File: src/rtl/sprite_line_scheduler.sv
// Sprite line scheduler: builds a per-line active sprite list in hblank
// and resolves the entity and addresses for each pixel during active video.
module sprite_line_scheduler #(
    parameter int NUM_SPRITES  = 5,
    parameter int MAX_PER_LINE = 4,
    parameter int SPRITE_W     = 16,
    parameter int SPRITE_H     = 16,
    parameter int MAZE_X0      = 96,
    parameter int MAZE_Y0      = 0,
    parameter int MAZE_W       = 448,
    parameter int MAZE_H       = 480
) (
    input  logic                     Clk,
    input  logic                     Reset,
    input  logic                     frame_start,
    input  logic                     line_start,
    input  logic [9:0]               line_y,
    input  logic [9:0]               DrawX,
    input  logic [9:0]               DrawY,
    input  logic [10*NUM_SPRITES-1:0] spr_x,
    input  logic [10*NUM_SPRITES-1:0] spr_y,
    input  logic [2*NUM_SPRITES-1:0] spr_dir,
    input  logic [NUM_SPRITES-1:0]   spr_en,
    output logic [6:0]               entity,
    output logic [9:0]               spriteAddrX,
    output logic [9:0]               spriteAddrY,
    output logic [9:0]               mazeAddrX,
    output logic [9:0]               mazeAddrY,
    output logic [1:0]               direction,
    output logic                     sched_busy,
    output logic                     line_overflow
);

    localparam int IW = $clog2(NUM_SPRITES);
    localparam int CW = $clog2(MAX_PER_LINE + 1);
    localparam int RW = $clog2(SPRITE_H);

    typedef enum logic [1:0] {IDLE, SCAN, READY} state_t;

    state_t state, state_next;

    logic [9:0] sh_x   [NUM_SPRITES];
    logic [9:0] sh_y   [NUM_SPRITES];
    logic [1:0] sh_dir [NUM_SPRITES];
    logic [NUM_SPRITES-1:0] sh_en;

    logic [9:0]    scan_y;
    logic [IW-1:0] idx;
    logic [CW-1:0] cnt;

    logic [9:0]    slot_x   [MAX_PER_LINE];
    logic [1:0]    slot_dir [MAX_PER_LINE];
    logic [RW-1:0] slot_row [MAX_PER_LINE];
    logic [6:0]    slot_ent [MAX_PER_LINE];
    logic [MAX_PER_LINE-1:0] slot_vld;

    logic [9:0]  cur_x;
    logic [9:0]  cur_y;
    logic [1:0]  cur_dir;
    logic        cur_en;
    logic [6:0]  cur_ent;
    logic [10:0] cur_dy;
    logic        scan_hit;
    logic        scan_last;
    logic        list_full;

    // Select the sprite under test from the shadow copy.
    always_comb begin
        cur_x   = '0;
        cur_y   = '0;
        cur_dir = '0;
        cur_en  = 1'b0;
        cur_ent = '0;
        for (int i = 0; i < NUM_SPRITES; i++) begin
            if (idx == IW'(i)) begin
                cur_x   = sh_x[i];
                cur_y   = sh_y[i];
                cur_dir = sh_dir[i];
                cur_en  = sh_en[i];
                cur_ent = (i == 0) ? 7'd1 : 7'(i + 2);
            end
        end
    end

    // A negative offset wraps above SPRITE_H, so one compare covers both bounds.
    assign cur_dy    = {1'b0, scan_y} - {1'b0, cur_y};
    assign scan_hit  = cur_en && (cur_dy < 11'(SPRITE_H));
    assign scan_last = (idx == IW'(NUM_SPRITES - 1));
    assign list_full = (cnt == CW'(MAX_PER_LINE));
    assign sched_busy = (state == SCAN);

    // State register.
    always_ff @(posedge Clk) begin
        if (Reset) state <= IDLE;
        else       state <= state_next;
    end

    // Next state: a line_start always (re)starts the scan.
    always_comb begin
        state_next = state;
        if (line_start) begin
            state_next = SCAN;
        end else begin
            unique case (state)
                IDLE:    state_next = IDLE;
                SCAN:    state_next = scan_last ? READY : SCAN;
                READY:   state_next = READY;
                default: state_next = IDLE;
            endcase
        end
    end

    // Shadow latch, scan counters, active list and overflow flag.
    always_ff @(posedge Clk) begin
        if (Reset) begin
            for (int i = 0; i < NUM_SPRITES; i++) begin
                sh_x[i]   <= '0;
                sh_y[i]   <= '0;
                sh_dir[i] <= '0;
            end
            sh_en  <= '0;
            scan_y <= '0;
            idx    <= '0;
            cnt    <= '0;
            for (int s = 0; s < MAX_PER_LINE; s++) begin
                slot_x[s]   <= '0;
                slot_dir[s] <= '0;
                slot_row[s] <= '0;
                slot_ent[s] <= '0;
            end
            slot_vld      <= '0;
            line_overflow <= 1'b0;
        end else begin
            if (frame_start) begin
                for (int i = 0; i < NUM_SPRITES; i++) begin
                    sh_x[i]   <= spr_x[10*i +: 10];
                    sh_y[i]   <= spr_y[10*i +: 10];
                    sh_dir[i] <= spr_dir[2*i +: 2];
                end
                sh_en <= spr_en;
            end
            if (state == SCAN && !line_start && scan_hit && list_full)
                line_overflow <= 1'b1;
            else if (frame_start)
                line_overflow <= 1'b0;
            if (line_start) begin
                scan_y   <= line_y;
                idx      <= '0;
                cnt      <= '0;
                slot_vld <= '0;
            end else if (state == SCAN) begin
                idx <= idx + 1'b1;
                if (scan_hit && !list_full) begin
                    for (int s = 0; s < MAX_PER_LINE; s++) begin
                        if (cnt == CW'(s)) begin
                            slot_x[s]   <= cur_x;
                            slot_dir[s] <= cur_dir;
                            slot_row[s] <= cur_dy[RW-1:0];
                            slot_ent[s] <= cur_ent;
                            slot_vld[s] <= 1'b1;
                        end
                    end
                    cnt <= cnt + 1'b1;
                end
            end
        end
    end

    logic [10:0] dx;
    logic [10:0] dy;
    logic        in_maze;
    logic [10:0] slot_off [MAX_PER_LINE];
    logic [MAX_PER_LINE-1:0] slot_hit;

    assign dx = {1'b0, DrawX} - 11'(MAZE_X0);
    assign dy = {1'b0, DrawY} - 11'(MAZE_Y0);
    assign in_maze = (dx < 11'(MAZE_W)) && (dy < 11'(MAZE_H));

    // Horizontal hit test of every list slot against the current pixel.
    always_comb begin
        for (int s = 0; s < MAX_PER_LINE; s++) begin
            slot_off[s] = {1'b0, DrawX} - {1'b0, slot_x[s]};
            slot_hit[s] = slot_vld[s] && (slot_off[s] < 11'(SPRITE_W));
        end
    end

    logic [6:0] p_ent;
    logic [9:0] p_sax;
    logic [9:0] p_say;
    logic [9:0] p_max;
    logic [9:0] p_may;
    logic [1:0] p_dir;

    // Pixel resolve; slots are walked high to low so the lowest index wins.
    always_comb begin
        p_ent = '0;
        p_sax = '0;
        p_say = '0;
        p_max = '0;
        p_may = '0;
        p_dir = '0;
        if (in_maze) begin
            p_ent = 7'd2;
            p_max = dx[9:0];
            p_may = dy[9:0];
            if (state == READY) begin
                for (int s = MAX_PER_LINE - 1; s >= 0; s--) begin
                    if (slot_hit[s]) begin
                        p_ent = slot_ent[s];
                        p_sax = slot_off[s][9:0];
                        p_say = 10'(slot_row[s]);
                        p_dir = slot_dir[s];
                    end
                end
            end
        end
    end

    // Register the pixel outputs.
    always_ff @(posedge Clk) begin
        if (Reset) begin
            entity      <= '0;
            spriteAddrX <= '0;
            spriteAddrY <= '0;
            mazeAddrX   <= '0;
            mazeAddrY   <= '0;
            direction   <= '0;
        end else begin
            entity      <= p_ent;
            spriteAddrX <= p_sax;
            spriteAddrY <= p_say;
            mazeAddrX   <= p_max;
            mazeAddrY   <= p_may;
            direction   <= p_dir;
        end
    end

endmodule

File: config.mk
export PLATFORM = sky130hd
export DESIGN_NAME = sprite_line_scheduler
export DESIGN_NICKNAME = d
export VERILOG_FILES = /design/src/rtl/sprite_line_scheduler.sv
export SDC_FILE = /design/constraint.sdc
export NUM_CORES = 1
export LEC_CHECK = 0
export BUFFER_PORTS_ARGS = -buffer_cell sky130_fd_sc_hd__buf_2
export CAP_MARGIN = 20
export CORE_MARGIN = 2
export CORE_UTILIZATION = 55
export DETAILED_ROUTE_END_ITERATION = 6
export PLACE_DENSITY = 0.88
export RECOVER_POWER = 100
export SLEW_MARGIN = 20
export SYNTH_ARGS = -nofsm -noshare
export SYNTH_HDL_FRONTEND = slang
export SYNTH_SLANG_ARGS = --single-unit
File: constraint.sdc
create_clock -name Clk -period 8.1 [get_ports Clk]
set_input_delay 0.405 -clock Clk [delete_from_list [all_inputs] [get_ports Clk]]
set_output_delay 0.405 -clock Clk [all_outputs]
set_load 0.03 [all_outputs]
==> results of run 1 <==
[through the flow]
step / power, W / cell area, um^2 / hold slack [ns] / cells
after global routing: 0.003135 / 14580 / 0.05771 / 1622
after CTS: 0.003054 / 14720 / 0.05978 / 1622
after global placement: 0.001892 / 13880 / 0.4393 / 1574
after floorplan: 0.001782 / 12800 / 0.4145 / 1153
final: 0.003041 / 14580 / 0.06815 / 1622
after detailed placement: 0.001911 / 13880 / 0.4350 / 1574
[worst register-to-register path, stage by stage (launching register included)]
cell and delay [ns]:
dfxtp_1 0.40, ha_1 0.17, ha_1 0.15, buf_4 0.40, nand2b_1 0.58, clkbuf_1 0.89, a221oi_1 0.18, a211oi_1 0.27
a21oi_1 0.07, ha_1 0.37, nor2b_1 0.18, o31a_1 0.25, o21a_1 0.21, or4_4 0.48, a221oi_1 0.40, o2111a_4 0.34
nand4_1 0.71, nor2_1 0.42
[where the power goes]
part	switching, W	internal, W	total, W
Clock	0.000495	0.000658	0.00115
Combinational	0.000241	0.000155	0.000397
Sequential	0.0000279	0.00146	0.00149
Total	0.000764	0.00228	0.00304
[logic make-up (layout without fill, tap and decap cells)]
kind of cell,count (synthesis),in the layout,synth area share [%]
DFF,253,253,54.39
xor gates and xnor gates,16,16,1.100
and+or+nand+nor,392,392,16.40
muxes,41,41,3.252
other,1,18,0.02945
AOI/OAI and AO/OA,235,235,13.36
buffers and inverters,130,314,4.490
adders and majority gates,68,68,6.976
[cell usage after synthesis, drive strengths merged (5+ instances only)]
| library cell | instances |
|---|---|
| nand2b | 12 |
| nand4 | 7 |
| clkbuf | 38 |
| o21ai | 19 |
| and2 | 130 |
| and3 | 6 |
| nor3 | 13 |
| o221ai | 14 |
| a22oi | 10 |
| xnor2 | 10 |
| a21oi | 63 |
| nor3b | 5 |
| ha | 63 |
| buf | 25 |
| a211oi | 29 |
| inv | 67 |
| nand2 | 46 |
| nor2 | 127 |
| fa | 5 |
| nand3 | 9 |
| xor2 | 6 |
| a221oi | 22 |
| mux2i | 38 |
| nor2b | 19 |
| edfxtp | 186 |
| o21a | 14 |
| dfxtp | 67 |
| o211ai | 5 |
| a21o | 18 |
[layout make-up]
cell class              instances  area [um^2]
clock buffers                  38        765.7
inverters                      67        251.5
multi-input cells             770         5248
fillers                      1698         8134
repair buffers                199        952.2
clock inverters                10        75.07
well taps                     285        356.6
flip-flops and latches        253         6927
[worst paths after layout]
path / from / end / slack [ns] / depth (start not counted)
worst max-delay path: idx[0]$_SDFFE_PP0P_ / slot_x[0][3]$_SDFFCE_PN0P_ / 1.43 / 17
worst min-delay path: DrawY[1] / mazeAddrY[1]$_SDFF_PP0_ / 0.07 / 2
worst max register to register: idx[0]$_SDFFE_PP0P_ / slot_x[0][3]$_SDFFCE_PN0P_ / 1.43 / 17
worst min register to register: slot_vld[2]$_SDFFE_PP0P_ / slot_vld[2]$_SDFFE_PP0P_ / 0.44 / 2
[per-layer routing]
metal,wire (um),part of all wire [%],track usage [%],vias to the layer above
li1,-,-,-,4424
met1,11760,39,30.49,4386
met2,14530,49,40.98,511
met3,2621,8.8,4.167,86
met4,964,3.2,7.907,0
met5,0,0,0,-
[placed cells by master, fill, tap and decap left out, types with 9 or more instances in the layout]
cell type / count
a211oi_1: 28
a21o_1: 18
a21oi_1: 63
a221oi_1: 22
a22oi_1: 10
and2_0: 101
and2_1: 29
buf_2: 146
clkbuf_1: 52
clkbuf_16: 26
conb_1: 18
dfxtp_1: 67
edfxtp_1: 186
ha_1: 63
inv_1: 67
mux2i_1: 38
nand2_1: 46
nand2b_1: 12
nand3_1: 9
nor2_1: 126
nor2b_1: 18
nor3_1: 13
o21a_1: 14
o21ai_0: 19
o221ai_1: 14
xnor2_1: 10
[flip-flops by register name (all words and copies together) (netlist names)]
signal,flops
scan_y,10
mazeAddrX,10
line_overflow,1
sh_dir,10
cnt,3
slot_x,40
entity,3
slot_vld,4
slot_dir,8
state,2
sh_en,5
mazeAddrY,10
slot_row,16
direction,2
spriteAddrY,4
spriteAddrX,10
slot_ent,12
sh_y,50
idx,3
sh_x,50
==> run metrics, run 1 <==
status=complete, but fails checks; failing checks=max-capacitance violations, max-slew violations; Clk Tree Root Cell=clkbuf_16; total negative slack=0 ns; post-CTS setup buffers=0; Worst setup SP type=register; largest net degree at the start of global routing=111; crit-path cells=ha_1 > ha_1 > buf_4 > nand2b_1 > clkbuf_1 > a221oi_1 > a211oi_1 > a21oi_1 > ha_1 > nor2b_1 > o31a_1 > o21a_1 > or4_4 > a221oi_1 > o2111a_4 > nand4_1 > nor2_1; Final setup viols=0; Crit Path Class=register to register; die height=156.2 um; IO Pins=200; std cell rows=55; fraction of registers with async set or reset after synthesis=0%; synthesized area=12730 um^2; Synth Warn #=0; final WL=29880 um; area grow syn2layout=14.45%; core area=22710 um^2; max_cap viols=5; routed vias/inst=5.800; DP Worst Slack=2.297 ns; Syn Area/Cell=11.21 um^2; DRT iter0 DRCs=849; Seq/Total Area, Yosys=54.39%; Synth area leaders=edfxtp_1 (44%), dfxtp_1 (11%), and2_1 (6.4%); Pwr Density=208.6 nW/um^2; cts hold-fix bufs=0; RSZ-0062 raised after global routing=false; first-pass GRT wire length=45410 um; Initial Util=56.08%; Max VDD drop=0.1752 mV; CTS tree=yes; Crit path top cell by count=ha_1; ys flop type=edfxtp_1; clk_lat worst skew=0.55 ns; post-DP HPWL=21340 um; CTS max path bufs=3; Final Max Tran Viols=262; Final WS setup=1.429 ns; GRT Overall Usage=23.77%; Worst path slowest cell=clkbuf_1; Setup Skew=0.02181 ns; fmax=149.9 MHz; Sink Count=253; CP max FO=30; cts bufs inserted=26; Final Wtd Congestion=0.8894; post-CTS sizing=0; fin util=64.18%; final worst path period share=82.36%; cell family with most CP delay=simple AND/OR/NAND/NOR gates; Pre-antenna DRT Iters=5; Leak=5.820 nW; count of state elements after synthesis=253; GR Overflow Total=0; Final #Nets=1534; die area=24390 um^2; element type at the critical path end=register; H-tree levels=1; number of remaining DRC errors=0; Antenna Violating Nets Remaining=0; Syn Inst Count=1136; Ant. Diodes=0; WP data arrival=7.01 ns; count of buffer and inverter cells on the critical path=2; share of cells above drive strength 1=15.56%; hold crit path type=input port to register; number of library cell types mapped by synthesis=71; shortest period the worst path allows=6.671 ns; top-area cell type share of the netlist area=43.86%; initial antenna violation count=0; routed len/inst=18.42 um; CP required=8.44 ns; Die X-Extent=156.2 um; Largest stage delay, worst path=0.88 ns; Worst-Margin Slew=3.607 ns; Reg clk slew, reported paths=0.06 ns; port bufs=189; Rel. slew slack=-140.5%; Yosys top cell by area=edfxtp_1; vias in the first global route=8894; final hold violations=0; number of enable-type register cells in the synthesized netlist=186; vias after detailed routing=9407
Note: power is estimated with default switching activity, not from simulation.
==> run 2, diff against run 1 <==
==> constraint.sdc (replaced) <==
create_clock -name Clk -period 6.8 [get_ports Clk]
set_input_delay 0.34 -clock Clk [delete_from_list [all_inputs] [get_ports Clk]]
set_output_delay 0.34 -clock Clk [all_outputs]
set_load 0.03 [all_outputs]
==> run 2 against run 1 <==
The flow still finishes with violations (max-capacitance violations, max-slew violations). Count of clock-buffer cells in the layout fell by 3. Register-to-register slack lost 0.46 ns. Total power up 18%. Critical path depth down 1. Fmax grew 14%. Hold slack lost 0.049 ns. First-iteration DRC count fell by 17%. Setup slack got worse by 0.46 ns. Clock skew rose by 0.012 ns. Critical path type unchanged.
==> run metrics, run 2 (synthesized netlist as in run 1, its figures left out) <==
status=complete, but fails checks; failing checks=max-capacitance violations, max-slew violations; Final Wtd Congestion=0.8587; Post-Layout Cell Count=1624; post-CTS sizing=0; final hold violations=0; vias in the first global route=9083; most common cell after layout, fill and taps aside=edfxtp_1; post-DP HPWL=21350 um; Ant. Diodes=0; count of buffer and inverter cells on the critical path=2; H-tree levels=1; reg-to-reg critical path endpoint=slot_x[1][7]$_SDFFCE_PN0P_; routed len/inst=18.67 um; vias after detailed routing=9461; RSZ-0062 raised after global routing=false; CTS max path bufs=3; storage element area=6927 um^2; first-pass GRT wire length=46780 um; GR Overflow Total=0; Initial Util=56.08%; Antenna Violating Nets Remaining=0; WP data arrival=5.99 ns; clk_lat worst skew=0.56 ns; R2R depth=16; hold crit path type=input port to register; Max VDD drop=0.2108 mV; Internal=0.002696 W; DRT iter0 DRCs=707; port bufs=189; routed vias/inst=5.826; Reg power frac=49.3%; Pre-antenna DRT Iters=6; worst reg2reg path startpoint=idx[2]$_SDFFE_PP0P_; Largest stage delay, worst path=0.73 ns; shortest period the worst path allows=5.827 ns; Comb power frac=13.2%; crit-path cells=inv_1 > ha_1 > buf_4 > a21oi_1 > a211oi_1 > o31ai_1 > ha_1 > fa_1 > nor2b_4 > o31a_1 > o21a_1 > or4_1 > a221oi_1 > o2111a_4 > nor3b_1 > a21o_1; FF-to-FF setup slack=0.97 ns; number of remaining DRC errors=0; Worst setup SP type=register; total negative slack=0 ns; DP Worst Slack=1.360 ns; Crit Path Class=register to register; Final Max Tran Viols=209; # fillers=1717; Pwr Density=247.2 nW/um^2; Rel. slew slack=-172.5%; initial antenna violation count=1; share of cells above drive strength 1=15.16%; Hold EP=mazeAddrY[3]$_SDFF_PP0_; Clock power frac=37.5%; switching power=0.0009070 W; Net Sw Frac=25.18%; fmax=171.6 MHz; core area=22710 um^2; Clk Tree Root Cell=clkbuf_16; Reg clk slew, reported paths=0.06 ns; placed cell count=1574; top flop regs=sh_x: 50 flops, sh_y: 50 flops, slot_x: 40 flops; highest-count cells in the layout ignoring fill and taps=edfxtp_1 (186), buf_2 (147), nor2_1 (126); Worst path slowest cell=a21o_1; Die X-Extent=156.2 um; die area=24390 um^2; die height=156.2 um; final worst path period share=85.69%; Leak=5.824 nW; Final WS setup=0.9733 ns; Worst Hold Depth=2; Total Power=0.003603 W; largest net degree at the start of global routing=111; area grow syn2layout=14.44%; CP required=6.96 ns; Final setup viols=0; IO Pins=200; max_cap viols=4; multi-input logic area=5246 um^2; element type at the critical path end=register; final WL=30320 um; cts bufs inserted=26; Critical path origin=idx[2]$_SDFFE_PP0P_; Final #Nets=1537; CP max FO=29; Setup Skew=0.03425 ns; Hold Startpoint=DrawY[3]; Worst-Margin Slew=4.088 ns; GRT Overall Usage=24.56%; Crit path top cell by count=ha_1; CTS tree=yes; minimum hold slack=0.01908 ns; cell family with most CP delay=compound AO/OA/AOI/OAI gates; std cell rows=55; Sink Count=253
## run 2: layout make-up
type,count,share of cell area [%]
Clock inverter,12,0.7126
Timing Repair Buffer,202,6.757
Multi-Input combinational cell,770,36.00
Sequential cell,253,47.53
Clock buffer,35,4.833
Inverter,67,1.726
Tap cell,285,2.447
## run 2: repair_timing
action                    CTS  global route
hold endpoints to repair    2             1
hold buffers                2             1
buffers inserted            0             0
## run 2: power groups by stage
stage	Combinational, W	Clock [W]	Sequential [W]
after floorplan	0.000320	0	0.00180
after global placement	0.000455	0	0.00180
after detailed placement	0.000473	0	0.00181
after CTS	0.000479	0.00136	0.00177
after global routing	0.000520	0.00142	0.00178
final	0.000476	0.00135	0.00178
## run 2: per-stage QoR
step | util, % | instance area, um^2
after floorplan | - | 12800
after global placement | 61.10 | 13880
after detailed placement | 61.10 | 13880
after CTS | 64.75 | 14700
after global routing | 64.18 | 14570
final | 64.18 | 14570
## run 2: how the worst max path moves through the flow
stage / to / slack (ns) / depth (start not counted)
after floorplan: slot_dir[3][0]$_SDFFCE_PN0P_ / 1.58 / 16
after global placement: slot_x[1][6]$_SDFFCE_PN0P_ / 1.55 / 16
after detailed placement: slot_x[1][8]$_SDFFCE_PN0P_ / 1.36 / 17
after CTS: slot_x[1][7]$_SDFFCE_PN0P_ / 1.30 / 17
after global routing: slot_x[1][5]$_SDFFCE_PN0P_ / 0.54 / 16
final: slot_x[1][7]$_SDFFCE_PN0P_ / 0.97 / 16
## run 2: per-layer routing
metal,vias to the layer above,track usage [%],routed length [um]
met2,495,41.53,14510
met5,-,0,13
met1,4417,30.92,12050
met3,101,5.111,2554
li1,4446,-,-
met4,2,9.961,1195
==> run 3, diff against run 2 <==
--- a/config.mk
+++ b/config.mk
@@ -10,6 +10,7 @@
 export CORE_MARGIN = 2
 export CORE_UTILIZATION = 55
 export DETAILED_ROUTE_END_ITERATION = 6
+export MAX_ROUTING_LAYER = met4
 export PLACE_DENSITY = 0.88
 export RECOVER_POWER = 100
 export SLEW_MARGIN = 20
==> constraint.sdc (replaced) <==
create_clock -name Clk -period 5.8 [get_ports Clk]
set_input_delay 0.29 -clock Clk [delete_from_list [all_inputs] [get_ports Clk]]
set_output_delay 0.29 -clock Clk [all_outputs]
set_load 0.03 [all_outputs]
==> run 3 against run 2 <==
The run still ends with max-capacitance violations, max-slew violations left. Sequential share of layout area down 1.7 points. Count of clock-buffer cells in the layout increased by 6. Final cell count grew 2.9%. Register-to-register slack got worse by 0.57 ns. First-iteration DRC count up 25%. Global-route usage rose by 1.6 points. Largest power group unchanged.
==> run metrics, run 3 (synthesized netlist as in run 1, its figures left out) <==
status=complete, but fails checks; failing checks=max-capacitance violations, max-slew violations; GR Overflow Total=0; CP max FO=14; Pre-antenna DRT Iters=7; Final setup viols=0; Leak=6.042 nW; Die X-Extent=156.2 um; area grow syn2layout=18.71%; Worst path slowest cell=nor4_1; crit-path cells=dlygate4sd3_1 > clkbuf_1 > inv_1 > ha_1 > fa_1 > nand2b_1 > a21oi_1 > xor2_1 > or4_1 > nor4_1 > nor4_4 > a221o_1 > a41oi_1; Sink Count=253; CP required=6.25 ns; # fillers=1626; Final Wtd Congestion=0.9002; die area=24390 um^2; port bufs=189; Crit Path Class=input port to register; WP depth=13; Antenna Violating Nets Remaining=0; core area=22710 um^2; GRT Overall Usage=26.20%; Worst-Margin Slew=3.594 ns; WP data arrival=6.03 ns; std cell rows=55; top flop regs=sh_x: 50 flops, sh_y: 50 flops, slot_x: 40 flops; DRT iter0 DRCs=885; Worst setup SP type=input port; routed len/inst=18.87 um; routed vias/inst=5.773; Rel. slew slack=-139.6%; post-DP HPWL=22060 um; RSZ-0062 raised after global routing=false; R2R depth=10; IO Pins=200; element type at the critical path end=register; minimum hold slack=0.01291 ns; vias after detailed routing=9647; cell family with most CP delay=simple AND/OR/NAND/NOR gates; Reg clk slew, reported paths=0.06 ns; Ant. Diodes=0; Pwr Density=288.1 nW/um^2; most common cell after layout, fill and taps aside=edfxtp_1; Final #Nets=1582; max_cap viols=4; Clk Tree Root Cell=clkbuf_16; cts bufs inserted=27; highest-count cells in the layout ignoring fill and taps=edfxtp_1 (186), buf_2 (146), nor2_1 (126); final worst path period share=96.08%; first-pass GRT wire length=48740 um; hold crit path type=input port to register; shortest period the worst path allows=5.572 ns; CTS tree=yes; Initial Util=56.08%; total negative slack=0 ns; vias in the first global route=9410; share of cells above drive strength 1=15.37%; H-tree levels=1; Final Max Tran Viols=177; storage element area=6927 um^2; Max VDD drop=0.3182 mV; Setup Skew=0.01898 ns; die height=156.2 um; post-CTS sizing=0; Worst Hold Depth=2; number of remaining DRC errors=0; cell area after layout=15120 um^2; multi-input logic area=5281 um^2; initial antenna violation count=0; Largest stage delay, worst path=2.13 ns; fmax=179.5 MHz; count of buffer and inverter cells on the critical path=3; clk_lat worst skew=0.56 ns; largest net degree at the start of global routing=111; final WL=31530 um; CTS max path bufs=3; final hold violations=0; DP Area=13890 um^2
[run 3: changes by cell type in the layout (fill, tap and decap cells not counted), sizes merged]
cell,previous run,this run
inv,67,69
bufinv,1,0
dlygate4sd3,3,46
clkinv,11,3
clkinvlp,0,4
clkbuf,81,88
[run 3: timing repair]
item,in CTS,in global routing
hold buffers,46,0
endpoints found under the hold margin,46,0
setup buffers,0,0
[run 3: metrics by stage]
stage | cells | setup WS (ns) | utilization [%] | total power (W)
5_1_grt | 1671 | 0.1226 | 66.57 | 0.004490
3_5_place_dp | 1575 | 0.6133 | 61.17 | 0.002678
3_3_place_gp | 1575 | 0.7686 | 61.14 | 0.002653
2_1_floorplan | 1153 | 0.5819 | - | 0.002488
6_report | 1671 | 0.2276 | 66.57 | 0.004355
4_1_cts | 1671 | 0.5553 | 67.07 | 0.004357
[run 3: path summary, 6_finish.rpt]
path	startpoint	endpoint	slack, ns
worst max register to register	slot_x[2][0]$_SDFFCE_PN0P_	entity[1]$_SDFF_PP0_	0.40
worst min-delay path	spr_x[44]	sh_x[0][44]$_SDFFCE_PN0P_	0.01
worst max-delay path	DrawX[0]	entity[1]$_SDFF_PP0_	0.23
worst min register to register	slot_vld[1]$_SDFFE_PP0P_	slot_vld[1]$_SDFFE_PP0P_	0.45
[run 3: power by group]
group / internal (W) / total (W) / switching [W]
sequential: 0.00204 / 0.00209 / 0.0000438
clock: 0.000966 / 0.00168 / 0.000714
combinational: 0.000239 / 0.000587 / 0.000348
total: 0.00325 / 0.00436 / 0.00111
[run 3: layer usage]
layer,track usage (%),vias up,routed length (um),part of all wire [%]
met2,43.62,481,15180,48
met3,4.083,96,2429,7.7
li1,-,4539,-,-
met4,7.951,0,1059,3.4
met1,33.29,4531,12860,41
met5,-,-,0,0
[run 3: area by class of cell]
class	instances	share of cell area, %
Clock buffer	41	5.322
Clock inverter	9	0.4883
Inverter	67	1.664
Multi-Input combinational cell	770	34.94
Sequential cell	253	45.82
Tap cell	285	2.359
Timing Repair Buffer	246	9.411
